`src/rtl/mux_16to1_arbiter.sv`:
```
// Round-robin arbiter and sequencer for the shared 32-bit 16:1 result mux.
// Define ARB_LOCK_EN to compile in per-requester burst locking (up to MAX_BURST transfers per grant).
module mux_16to1_arbiter #(
   parameter int unsigned MAX_BURST = 4
) (
   input  logic        clk,
   input  logic        rst,
   input  logic [15:0] req,
   input  logic [15:0] lock,
   input  logic        out_ready,
   output logic [15:0] grant,
   output logic [3:0]  control,
   output logic        out_valid,
   output logic        busy
);

   localparam logic [0:0] S_IDLE  = 1'b0;
   localparam logic [0:0] S_GRANT = 1'b1;

   logic [0:0]  state_q, state_d;
   logic [3:0]  last_q, last_d;
   logic [3:0]  control_q, control_d;
   logic [15:0] grant_q, grant_d;
   logic        valid_q, valid_d;

   logic [3:0]  winner;
   logic        found;
   logic        xfer;
   logic        cont;

`ifdef ARB_LOCK_EN
   localparam logic [4:0] BURST_LAST = 5'(MAX_BURST - 1);
   logic [4:0] burst_cnt_q, burst_cnt_d;

   assign cont = lock[control_q] && req[control_q] && (burst_cnt_q < BURST_LAST);
`else
   localparam int unsigned UNUSED_MAX_BURST = MAX_BURST;
   logic unused_lock;

   assign unused_lock = ^lock;
   assign cont        = 1'b0;
`endif

   assign xfer = valid_q && out_ready;

   // Offset 16 wraps back to last_q itself, so the previous winner is considered last.
   always_comb begin
      winner = '0;
      found  = 1'b0;
      for (int unsigned i = 1; i <= 16; i++) begin
         if (!found && req[4'(last_q + 4'(i))]) begin
            winner = 4'(last_q + 4'(i));
            found  = 1'b1;
         end
      end
   end

   always_comb begin
      state_d   = state_q;
      last_d    = last_q;
      control_d = control_q;
      grant_d   = grant_q;
      valid_d   = valid_q;
`ifdef ARB_LOCK_EN
      burst_cnt_d = burst_cnt_q;
`endif
      case (state_q)
         S_IDLE: begin
            if (found) begin
               state_d   = S_GRANT;
               control_d = winner;
               grant_d   = 16'(1) << winner;
               valid_d   = 1'b1;
            end
         end
         S_GRANT: begin
            if (xfer && cont) begin
`ifdef ARB_LOCK_EN
               burst_cnt_d = burst_cnt_q + 5'd1;
`endif
            end else if (xfer || !req[control_q]) begin
               // Transfer or abort both hand the turn on to the next requester.
               state_d   = S_IDLE;
               last_d    = control_q;
               control_d = '0;
               grant_d   = '0;
               valid_d   = 1'b0;
`ifdef ARB_LOCK_EN
               burst_cnt_d = '0;
`endif
            end
         end
         default: begin
            state_d = S_IDLE;
         end
      endcase
   end

   always_ff @(posedge clk) begin
      if (rst) begin
         state_q   <= S_IDLE;
         last_q    <= 4'hF;
         control_q <= '0;
         grant_q   <= '0;
         valid_q   <= 1'b0;
`ifdef ARB_LOCK_EN
         burst_cnt_q <= '0;
`endif
      end else begin
         state_q   <= state_d;
         last_q    <= last_d;
         control_q <= control_d;
         grant_q   <= grant_d;
         valid_q   <= valid_d;
`ifdef ARB_LOCK_EN
         burst_cnt_q <= burst_cnt_d;
`endif
      end
   end

   assign grant     = grant_q;
   assign control   = control_q;
   assign out_valid = valid_q;
   assign busy      = (state_q == S_GRANT);

endmodule
```
`config.mk`:
```
export PLATFORM = sky130hd
export DESIGN_NAME = mux_16to1_arbiter
export DESIGN_NICKNAME = d
export VERILOG_FILES = /design/src/rtl/mux_16to1_arbiter.sv
export SDC_FILE = /design/constraint.sdc
export NUM_CORES = 1
export LEC_CHECK = 0
export BUFFER_PORTS_ARGS = -buffer_cell sky130_fd_sc_hd__buf_2
export CELL_PAD_IN_SITES_DETAIL_PLACEMENT = 1
export CELL_PAD_IN_SITES_GLOBAL_PLACEMENT = 2
export CORE_MARGIN = 2
export CORE_UTILIZATION = 36
export CTS_CLUSTER_DIAMETER = 60
export DETAILED_ROUTE_END_ITERATION = 16
export HOLD_SLACK_MARGIN = 0.05
export PLACE_DENSITY = 0.83
export SLEW_MARGIN = 10
export SYNTH_ARGS = -nofsm -noshare
export SYNTH_HDL_FRONTEND = slang
export SYNTH_SLANG_ARGS = --single-unit
```
`constraint.sdc`:
```
create_clock -name clk -period 6.7 [get_ports clk]
set_clock_uncertainty 0.05 [all_clocks]
set_input_delay 0.335 -clock clk [delete_from_list [all_inputs] [get_ports clk]]
set_output_delay 0.335 -clock clk [all_outputs]
set_load 0.005 [all_outputs]
```
Word-level counts from Yosys, hierarchy flattened. Index checks and enable logic that the tools add are counted.

Output and inout port bits: 22. Bits in registers: 26. Input port bits: 35.

Order comparisons: 17. Add/subtract/negate cells: 15. Shifts and indexed selects: 1. Muxes and demuxes: 78. Eq/ne operators: 2. Bitwise logic cells: 1. Reduce and logical (&&, ||, !) cells: 35.

Operators with widths (count): < comparator 4 x 5 -> 1 bit (second input constant) (17); two-way mux 4 bit (18); binary-select mux 1 bit (select 4 bit) (17); two-way mux 1 bit (37); adder 4 bit (second input constant) (8); two-way mux 16 bit (2); case mux 16 bit (2 select lines) (1); adder 4 x 3 -> 4 bit (second input constant) (4); logical AND 1 bit (16); logical NOT 1 bit (16); left shift 1 x 4 -> 16 bit (first input constant) (1); adder 4 x 2 -> 4 bit (second input constant) (2); case mux 4 bit (2 select lines) (1); adder 4 x 1 -> 4 bit (second input constant) (1); case mux 1 bit (2 select lines) (2); AND reduction 2 bit (2); inequality test 2 x 1 -> 1 bit (second input constant) (1); inequality test 2 bit (second input constant) (1); logical OR 1 bit (1); inverter 1 bit (1).

Depth between registers and ports, before layout.
Depth in word-level cells: 52. Mapped depth: 19. Mapped depth without buffers: 12.

Least setup slack after synthesis. OpenSTA, ideal clock, no wires.

Path kind: register -> register. From: reg last_q[1]. To: reg grant_q[11], in the netlist grant[11]. Clock period less this slack: 4963 ps. Setup time: 87 ps. Data arrival time: 4826 ps. Required time: 6563 ps. Stages on the path, launching flop included: 18. Buffers on the path: 5. Setup slack: 1737 ps. Cells stage by stage: dfxtp_1 > buf_2 > buf_2 > clkbuf_1 > inv_1 > ha_1 > buf_6 > clkbuf_1 > mux2i_1 > nand3_1 > and4_1 > mux2_2 > or4_4 > o31a_1 > and4_4 > a211o_4 > or2_1 > o31ai_1.

Longest elaborated chain between the ends: 52. Elaborated cells between the ends (all ways): 114.

Ends and longest elaborated chain: start: declaration (line 21) `logic [3:0] last_q, last_d;`; start signal: assignment (line 111) `last_q <= last_d;`; adder 4 x 1 -> 4 bit (line 51, 52); binary-select mux 1 bit (select 4 bit) (line 51) `if (!found && req[4'(last_q + 4'(i))]) begin`; two-way mux 1 bit (implied by the code) (line 51); two-way mux 1 bit (line 51); logical NOT 1 bit (line 51); logical AND 1 bit (line 51); two-way mux 1 bit (line 51); logical NOT 1 bit (line 51); [36 not listed]; logical AND 1 bit (line 51); two-way mux 1 bit (line 51); logical NOT 1 bit (line 51); logical AND 1 bit (line 51); two-way mux 4 bit (line 51); left shift 1 x 4 -> 16 bit (line 72) `grant_d = 16'(1) << winner;`; two-way mux 16 bit (line 69) `if (found) begin`; case mux 16 bit (2 select lines) (line 67) `case (state_q)`; end signal: assignment (line 113) `grant_q <= grant_d;`; end: declaration (line 23) `logic [15:0] grant_q, grant_d;`.

Parallel ways exist; a longest one is shown, timed or not. The select of a mux whose other input is x is not followed. A chain may end at the register's enable or synchronous reset.

Worst setup path in the final report.
From: reg last_q[0]. To: reg grant_q[3], in the netlist grant[3].

The elaborated chain is that of the path after synthesis.

==> impl_metrics.json <==
{
  "min-delay-path-class": "in -> reg",
  "start_util": 0.367,
  "ys_seq_area_frac": 0.146,
  "finalPower_mw": 2.22,
  "clkTransAtPathRegs_ps": 90,
  "cap_violations": 0,
  "p_per_area_nw_per_um2": 570,
  "cts_tree": "yes",
  "worst-path-max-fanout": 26,
  "final_cell_mix": "buf_2, nand2_1, nor2_1",
  "vias": 3363,
  "path_class": "reg -> reg",
  "cts_hold_buf": 0,
  "cts_max_level": 1,
  "instances_no_fill": 541,
  "synthFlopType": "dfxtp_1",
  "grt_pass1_vias": 3384,
  "setup-violations-final": 0,
  "syn_area_per_cell_sq_um": 9.35,
  "fp.coreArea_sq_um": 9680,
  "slew_headroom": 0.301,
  "ys_ff_latch": 26,
  "power.leakage_nw": 1.44,
  "antenna_found_initial": 0,
  "synthCells": 380,
  "slew_viol_final": 0,
  "setup_tns_ps": 0,
  "synthDistinctLibCells": 76,
  "final_area_sq_um": 3890,
  "wl_um": 11400,
  "area_delta_synth_final_pct": 9.47,
  "insertion_delay_ps": 270,
  "setup_ws_ps": 1300,
  "first_iter_violations": 193,
  "ant_nets": 0,
  "finalCritPeriodShare": 0.806,
  "overflow": 0,
  "nFillCells": 1136,
  "synth_area_sq_um": 3550,
  "placed_cells": 537,
  "diodes": 0,
  "io_pins": 57,
  "peakVddDrop_mv": 0.206,
  "finalHoldViolCount": 0,
  "async_flop_share": 0,
  "grt_pass1_wl_um": 18600,
  "die-area_sq_um": 10700,
  "fp.dieH_um": 103,
  "synth_fp_nets": 423,
  "grt_max_degree": 28,
  "io_buffers": 40,
  "cts_setup_buffers": 0,
  "finish.net_count": 452,
  "postPlaceCellArea_sq_um": 3840,
  "tritoncts.num_buffers": 3,
  "synth_enable_flop_cells": 0,
  "drive_above_1_share": 0.265,
  "endpoint_kind": "flip-flop",
  "cts_sinks": 26,
  "core.rowCount": 36,
  "cp.arrival_ps": 5530,
  "worst_slew_pin_slew_ps": 1020,
  "dp_slack_ps": 1320,
  "clock.fmax_mhz": 185,
  "worstPathRequired_ps": 6830,
  "drcViolationCount": 0,
  "final_common_cell": "buf_2",
  "die_w_um": 103,
  "viasPerCell": 6.22,
  "rsz0062_at_grt": "no",
  "routedWlPerCell_um": 21.0,
  "start_kind": "flip-flop",
  "ys.warnings.count": 0,
  "grt_usage": 0.221,
  "drt_pre_antenna_iters": 7,
  "min_period_ps": 5400,
  "cts_resized": 0,
  "gp_congestion": 0.863,
  "status": "finished clean",
  "cts_root_buffer": "clkbuf_8",
  "clk_path_buf_depth": 2,
  "dp_hpwl_um": 8790
}
-- cell usage after synthesis (4+ instances only) --
cell type   n  area (sq um)
nand2_1    32           120
nor2_1     30           113
dfxtp_1    26           521
mux4_2     25           563
nand3_1    20           100
a21oi_1    19          95.1
mux2_2     18           203
mux2i_1    17           170
nor3_1     10          50.1
o21ai_0     9          45.0
o31ai_1     9          67.6
a32o_1      8          80.1
buf_2       8          40.0
ha_1        8           100
xnor2_1     8          70.1
and2_1      7          43.8
clkbuf_1    7          26.3
inv_1       7          26.3
mux4_1      7           184
nand2b_1    7          43.8
nand3b_1    5          37.5
o31a_1      5          43.8
a211o_1     4          35.0
o211ai_1    4          30.0
o21a_1      4          30.0
o221ai_1    4          35.0
-- registers in the layout, indices dropped and copies added (netlist names) --
register / flops
busy: 1
last_q: 4
out_valid: 1
control: 4
grant: 16
-- power by group --
group	switching [mW]	total [mW]	internal [mW]
combinational	1.12	1.86	0.742
sequential	0.0563	0.255	0.199
clock	0.0492	0.102	0.0526
total	1.22	2.22	0.994
-- worst paths after layout --
path              startpoint         end  slack [ps]  cells after the start
hold reg to reg    grant[10]   grant[10]         400                      2
setup / recovery   last_q[0]    grant[3]        1300                     13
setup reg to reg   last_q[0]    grant[3]        1300                     13
hold / removal           rst  control[3]         330                      2
-- logic make-up (layout without fill, tap and decap cells) --
family	Yosys count	after routing	synth area share
xor+xnor	12	12	0.0317
fa+ha+maj	8	8	0.0282
buf+inv	30	58	0.0440
flops	26	26	0.146
mux	72	72	0.340
compound gates	97	97	0.209
simple gates	135	135	0.201
-- worst max-delay path, stage by stage, from the launching register on --
cell	delay [ps]
dfxtp_1	320
buf_4	330
inv_1	110
ha_1	910
mux2_2	430
mux2_2	310
mux4_2	540
nand4bb_1	260
nor4_4	470
nand2_2	250
o31ai_4	500
and2_1	580
nand2_1	120
o31ai_1	90
-- final cells by class --
cell class	count	area (sq um)	area share
inverter	9	33.8	0.00868
clock buffer	4	55.1	0.0141
sequential	26	520	0.134
timing repair buffer	45	238	0.0611
multi-input combinational	324	2880	0.740
tap	133	166	0.0428
-- per-layer routing --
metal,vias up,wire (um),GRT usage
met5,-,0,0
met4,0,209,0.0395
met3,15,325,0.0235
met2,71,5740,0.375
met1,1700,5110,0.307
li1,1577,-,-
-- through the flow --
stage | utilization | hold WS (ps)
6_report | 0.402 | 333
5_1_grt | 0.402 | 341
4_1_cts | 0.402 | 337
3_5_place_dp | 0.396 | 388
3_3_place_gp | 0.396 | 388
2_1_floorplan | - | 398
(Power assumes the default switching activity.)
